File: src/rtl/r_format_exec_unit.sv
// r_format_exec_unit
// ------------------
// R-format execute/write-back unit. It holds a register file, an ALU and a
// four-state sequencer. Each operation runs IDLE -> READ -> EXEC -> WRITE.
// It reads two source registers, computes dest = rs op rt and optionally
// writes the result back.
//
// Handshake: `start` is sampled only while the sequencer is IDLE (`busy`=0).
// A start accepted at edge k produces a one-cycle `done` pulse after edge k+3.
// At the same time `out_data` and the flags update, and the destination
// register is written. A start held high during the `done` cycle is accepted
// again, so the unit issues back to back every 4 cycles. The preload port
// (`load_en`) is honoured only in IDLE. A preload that coincides with an
// accepted start lands before the operands are read.
//
// Ports:
//   clk, reset_input       clock, asynchronous active-high reset
//   start                  request one operation (IDLE only)
//   ALU_operation[2:0]     opcode: 000 AND, 001 OR, 010 ADD, 110 SUB, 111 SLT
//   rs/rt/out_address      source 1, source 2, destination register
//   write_enabled          write the result back at the end of the operation
//   load_en/address/data   direct register preload (IDLE only)
//   dbg_address/dbg_data   combinational register read
//   busy, done             operation in flight / write-back completion pulse
//   out_data, zero, overflow, illegal_op   result and flags of last completion
//   dbg_state[1:0]         sequencer state (0 IDLE, 1 READ, 2 EXEC, 3 WRITE)
module r_format_exec_unit #(
  parameter int WIDTH    = 32,
  parameter int ADDR_W   = 5,
  parameter int ZERO_REG = 1
) (
  input  logic              clk,
  input  logic              reset_input,
  input  logic              start,
  input  logic [2:0]        ALU_operation,
  input  logic [ADDR_W-1:0] rs_address,
  input  logic [ADDR_W-1:0] rt_address,
  input  logic [ADDR_W-1:0] out_address,
  input  logic              write_enabled,
  input  logic              load_en,
  input  logic [ADDR_W-1:0] load_address,
  input  logic [WIDTH-1:0]  load_data,
  input  logic [ADDR_W-1:0] dbg_address,
  output logic [WIDTH-1:0]  dbg_data,
  output logic              busy,
  output logic              done,
  output logic [WIDTH-1:0]  out_data,
  output logic              zero,
  output logic              overflow,
  output logic              illegal_op,
  output logic [1:0]        dbg_state
);

  localparam int DEPTH = 1 << ADDR_W;

  typedef enum logic [1:0] {
    S_IDLE  = 2'd0,
    S_READ  = 2'd1,
    S_EXEC  = 2'd2,
    S_WRITE = 2'd3
  } state_t;

  localparam logic [2:0] OP_AND = 3'b000;
  localparam logic [2:0] OP_OR  = 3'b001;
  localparam logic [2:0] OP_ADD = 3'b010;
  localparam logic [2:0] OP_SUB = 3'b110;
  localparam logic [2:0] OP_SLT = 3'b111;

  state_t state, state_next;

  logic [WIDTH-1:0] regs [DEPTH];

  // Fields latched at acceptance; later input changes are ignored.
  logic [2:0]        op_q;
  logic [ADDR_W-1:0] rs_q, rt_q, out_q;
  logic              we_q;

  logic [WIDTH-1:0]  a_q, b_q;
  logic [WIDTH-1:0]  res_q;
  logic              zero_q, ovf_q, ill_q;

  // Control decoded from state.
  logic accept, load_ok, do_read, do_exec, do_write, wb_en;

  logic [WIDTH-1:0] rs_val, rt_val;
  logic [WIDTH-1:0] alu_res;
  logic             alu_ovf, alu_ill;
  logic [WIDTH-1:0] sum, diff;
  logic             slt_bit;

  // ---------------------------------------------------------------------
  // Sequencer: state register
  // ---------------------------------------------------------------------
  always_ff @(posedge clk or posedge reset_input) begin
    if (reset_input) state <= S_IDLE;
    else             state <= state_next;
  end

  // Sequencer: next state
  always_comb begin
    state_next = state;
    case (state)
      S_IDLE:  if (start) state_next = S_READ;
      S_READ:  state_next = S_EXEC;
      S_EXEC:  state_next = S_WRITE;
      S_WRITE: state_next = S_IDLE;
      default: state_next = S_IDLE;
    endcase
  end

  // Sequencer: outputs
  always_comb begin
    busy      = (state != S_IDLE);
    dbg_state = state;
    accept    = (state == S_IDLE) && start;
    do_read   = (state == S_READ);
    do_exec   = (state == S_EXEC);
    do_write  = (state == S_WRITE);
    // Register 0 is hard-wired when ZERO_REG is set, so writes to it are dropped.
    load_ok   = (state == S_IDLE) && load_en &&
                !((ZERO_REG != 0) && (load_address == '0));
    wb_en     = do_write && we_q && !ill_q &&
                !((ZERO_REG != 0) && (out_q == '0));
  end

  // ---------------------------------------------------------------------
  // Register file reads
  // ---------------------------------------------------------------------
  always_comb begin
    rs_val   = ((ZERO_REG != 0) && (rs_q == '0))        ? '0 : regs[rs_q];
    rt_val   = ((ZERO_REG != 0) && (rt_q == '0))        ? '0 : regs[rt_q];
    dbg_data = ((ZERO_REG != 0) && (dbg_address == '0)) ? '0 : regs[dbg_address];
  end

  // ---------------------------------------------------------------------
  // ALU on the operands latched in READ
  // ---------------------------------------------------------------------
  always_comb begin
    sum     = a_q + b_q;
    diff    = a_q - b_q;
    slt_bit = ($signed(a_q) < $signed(b_q));
    alu_res = '0;
    alu_ovf = 1'b0;
    alu_ill = 1'b0;
    case (op_q)
      OP_AND: alu_res = a_q & b_q;
      OP_OR:  alu_res = a_q | b_q;
      OP_ADD: begin
        alu_res = sum;
        // Like-signed operands producing a result of the other sign.
        alu_ovf = (a_q[WIDTH-1] == b_q[WIDTH-1]) && (sum[WIDTH-1] != a_q[WIDTH-1]);
      end
      OP_SUB: begin
        alu_res = diff;
        // Differently-signed operands where the result takes the sign of b.
        alu_ovf = (a_q[WIDTH-1] != b_q[WIDTH-1]) && (diff[WIDTH-1] != a_q[WIDTH-1]);
      end
      OP_SLT: alu_res = {{(WIDTH-1){1'b0}}, slt_bit};
      default: alu_ill = 1'b1;
    endcase
  end

  // ---------------------------------------------------------------------
  // Datapath registers
  // ---------------------------------------------------------------------
  always_ff @(posedge clk or posedge reset_input) begin
    if (reset_input) begin
      op_q       <= '0;
      rs_q       <= '0;
      rt_q       <= '0;
      out_q      <= '0;
      we_q       <= 1'b0;
      a_q        <= '0;
      b_q        <= '0;
      res_q      <= '0;
      zero_q     <= 1'b0;
      ovf_q      <= 1'b0;
      ill_q      <= 1'b0;
      out_data   <= '0;
      zero       <= 1'b0;
      overflow   <= 1'b0;
      illegal_op <= 1'b0;
      done       <= 1'b0;
    end else begin
      // `done` is high in the cycle after WRITE, when the state is IDLE again.
      done <= do_write;
      if (accept) begin
        op_q  <= ALU_operation;
        rs_q  <= rs_address;
        rt_q  <= rt_address;
        out_q <= out_address;
        we_q  <= write_enabled;
      end
      if (do_read) begin
        a_q <= rs_val;
        b_q <= rt_val;
      end
      if (do_exec) begin
        res_q  <= alu_res;
        zero_q <= (alu_res == '0);
        ovf_q  <= alu_ovf;
        ill_q  <= alu_ill;
      end
      if (do_write) begin
        out_data   <= res_q;
        zero       <= zero_q;
        overflow   <= ovf_q;
        illegal_op <= ill_q;
      end
    end
  end

  // Register file. Preload happens only in IDLE and write-back only in WRITE,
  // so the two ports never collide.
  always_ff @(posedge clk or posedge reset_input) begin
    if (reset_input) begin
      for (int i = 0; i < DEPTH; i++) regs[i] <= '0;
    end else begin
      if (load_ok) regs[load_address] <= load_data;
      if (wb_en)   regs[out_q]        <= res_q;
    end
  end

endmodule

File: config.mk
export PLATFORM = sky130hd
export DESIGN_NAME = r_format_exec_unit
export DESIGN_NICKNAME = d
export VERILOG_FILES = /design/src/rtl/r_format_exec_unit.sv
export SDC_FILE = /design/constraint.sdc
export NUM_CORES = 2
export LEC_CHECK = 0
export CAP_MARGIN = 20
export CELL_PAD_IN_SITES_DETAIL_PLACEMENT = 0
export CELL_PAD_IN_SITES_GLOBAL_PLACEMENT = 1
export CORE_ASPECT_RATIO = 2
export CORE_MARGIN = 5
export CORE_UTILIZATION = 40
export CTS_CLUSTER_SIZE = 12
export DETAILED_ROUTE_END_ITERATION = 16
export GPL_TIMING_DRIVEN = 1
export HOLD_SLACK_MARGIN = 0.08
export PLACE_DENSITY = 0.81
export SYNTH_ARGS = -nofsm -noshare
export SYNTH_HDL_FRONTEND = slang
export SYNTH_SLANG_ARGS = --single-unit
File: constraint.sdc
create_clock -name clk -period 40.5 [get_ports clk]
set_input_delay 8.1 -clock clk [delete_from_list [all_inputs] [get_ports clk]]
set_output_delay 8.1 -clock clk [all_outputs]
set_load 0.005 [all_outputs]
==> impl_metrics.ini <==
[floorplan]
die_h_um = 651.6
pin_count = 136
initial_core_util_pct = 40.17
die_w_um = 330.8
coreArea_um2 = 204900
dieArea_um2 = 215500
num_rows = 235

[routing]
ant_nets = 0
post_drt_wl_per_cell_um = 35.41
num_vias = 73110
wl_um = 370100
dr.first_iter.drc_count = 10240
firstDrtPassIters = 8
routed_via_density = 6.995
route.detailed.drc = 0

[power]
ir_worst_vdd_v = 0.00005841
power.density_nw_per_um2 = 80.82
power.leakage_nw = 33.84

[setup_path]
arrival_ps = 12300
r2r_cells = 8
cp_data_required_time_ps = 32400
crit_path_start_kind = primary input
rrSetupSlack_ps = 35350
path_max_fanout = 88
rr_startpoint = rs_q[1]
r2r-end = a_q[15]
crit_type = in -> out
cp-end-kind = output pin

[grt]
grt_pass1_wl_um = 521400
grt_overflow_total = 0
antenna_found_initial = 36
grt_max_degree = 145
grt_pass1_vias = 72280
gr-usage-all-layers_pct = 33.20

[yosys]
synth_cell_types = 97
ys_seq_area_share_pct = 35.87
synth_edf_count = 0
yosys-top-cells-area = dfrtp_1, mux4_2, mux2i_1
yosysTopAreaCellShare_pct = 35.87
synthTopCellsByCount = mux2i_1, dfrtp_1, a21oi_1, clkbuf_1, nor2_1
synthCells = 8145
synth.most_common_cell = mux2i_1
yosys.area.top_type = dfrtp_1
synth_area_um2 = 82330
syn_avg_cell_area_um2 = 10.11
synth_flop_cell = dfrtp_1
syn_nets = 8318
synthArstFlopShare_pct = 100.0
ys_seq_elements = 1180
yosys_warnings = 0

[timing]
setup_violations = 0
tns_ps = 0
finClkSkew_ps = 81.76
grt_setup_unrepaired = false
min_period_ps = 20400
hold_ws_ps = 425.0
final-hold-violation-count = 0
worst_pin_slew_ps = 1338
timing.final.ws_setup_ps = 20100
timing.final.crit_share_pct = 50.36
fmax_mhz = 49.03
relSlewSlack_pct = 10.79
slew_viol_final = 0

[clocking]
root_buffer = clkbuf_16
cts.sinks = 1180
cts.path.max_buffers = 3
cts_resized = 0
clkLatencyLatePin_ps = 790
hold_buffers = 0
h-tree-depth = 3
cts_setup_buffers = 0
cts-buffers-inserted = 113
cts_tree = built
path_clk_slew_ps = 60

[worst_hold_path]
worst_hold_path_type = reg -> reg
holdPathStages = 0
hold_end = regs[1009]
hp-start = regs[1009]

[placed_design]
dp_hpwl_um = 221100
place_congestion = 0.9710
io_buffers = 135
pre_cts_ws_ps = 19920

[finish]
fill_cells = 19100
drive_gt1_share_pct = 16.44
area_delta_synth_final_pct = 8.875
finalCoreUtilization_pct = 43.74
nets = 7839
regArea_um2 = 29570
multi_input_area_um2 = 49320

[run_status]
status = complete, no violations

[job]
maxCapViolations = 0
per-stage QoR:
| step | instance area [µm²] | instances | power (W) |
|---|---|---|---|
| floorplan | 82330 | 8145 | 0.004631 |
| global placement | 85590 | 10250 | 0.005913 |
| detailed placement | 85750 | 10250 | 0.006029 |
| CTS | 89050 | 10420 | 0.007072 |
| global route | 89600 | 10440 | 0.007496 |
| finish | 89630 | 10450 | 0.007245 |
kinds of logic after synthesis:
| family | Yosys count | share of synthesized area (%) |
|---|---|---|
| AND/OR/NAND/NOR | 1542 | 7.657 |
| flip-flops | 1180 | 35.87 |
| XOR/XNOR | 29 | 0.3085 |
| AO/OA/AOI/OAI | 2180 | 15.44 |
| buffers and inverters | 1045 | 4.868 |
| adder cells (fa/ha/maj) | 108 | 1.660 |
| multiplexers | 2061 | 34.20 |
per-layer routing:
layer	up-vias	track usage, %	wire length [µm]
li1	29360	-	-
met1	35670	36.17	116300
met2	5848	51.26	164200
met3	2205	10.51	45380
met4	36	30.16	44030
met5	-	0	271
final cells by class:
class                           count  share of cell area, %
Antenna cell                       14                0.03908
Sequential cell                  1180                  32.99
Multi-Input combinational cell   5920                  55.03
Tap cell                         2725                  3.804
Clock inverter                     15                 0.2652
Timing Repair Buffer              348                  4.016
Inverter                          103                 0.4355
Clock buffer                      147                  3.421
sequential cells by signal (all words and copies together), names as in the netlist, 2 cells and up:
signal and cells:
b_q 32, rs_q 5, out_data 32, res_q 32
dbg_state 2, a_q 32, out_q 5, op_q 3
rt_q 5, regs 1024
critical path: stages:
cell and delay (ps):
buf_8 560, buf_4 740, buf_12 560, mux4_2 600
mux4_2 490, mux2i_1 360, nor2_1 200, clkdlybuf4s50_1 530
worst max-delay path by stage:
stage / start / endpoint / slack, ps / depth (start not counted)
6_report: dbg_address[0] / dbg_data[20] / 20100 / 8
5_1_grt: dbg_address[0] / dbg_data[21] / 19750 / 8
4_1_cts: dbg_address[0] / dbg_data[21] / 19930 / 8
3_5_place_dp: dbg_address[0] / dbg_data[21] / 19920 / 8
3_3_place_gp: dbg_address[0] / dbg_data[21] / 19970 / 8
2_1_floorplan: reset_input / a_q[0] / 16100 / 1
power by group:
group	leakage [nW]	internal [W]	switching (W)	total [W]
clock network	1.61	0.000545	0.000505	0.00105
logic	20.3	0.00161	0.00233	0.00394
registers	11.9	0.00162	0.000637	0.00226
total	33.8	0.00377	0.00347	0.00724
cell usage in the layout (no fill, tap or decap), types with 12 or more instances in the layout:
cell type	instances
mux2i_1	1281
dfrtp_1	1166
a21oi_1	915
nor2_1	709
o21ai_0	654
mux4_2	582
nand2_1	543
o22ai_1	200
mux2_2	198
buf_4	171
clkdlybuf4s50_1	130
o221ai_1	127
a32oi_1	126
clkbuf_16	117
ha_1	103
inv_1	97
nor3_1	88
nor2_4	28
a211oi_1	24
clkbuf_1	24
nand2_4	22
nand3_1	21
xnor2_1	21
buf_16	17
o211ai_1	16
diode_2	14
nor2b_1	14
buf_12	14
nand4_1	12
buf_8	12
(Power assumes the default switching activity.)
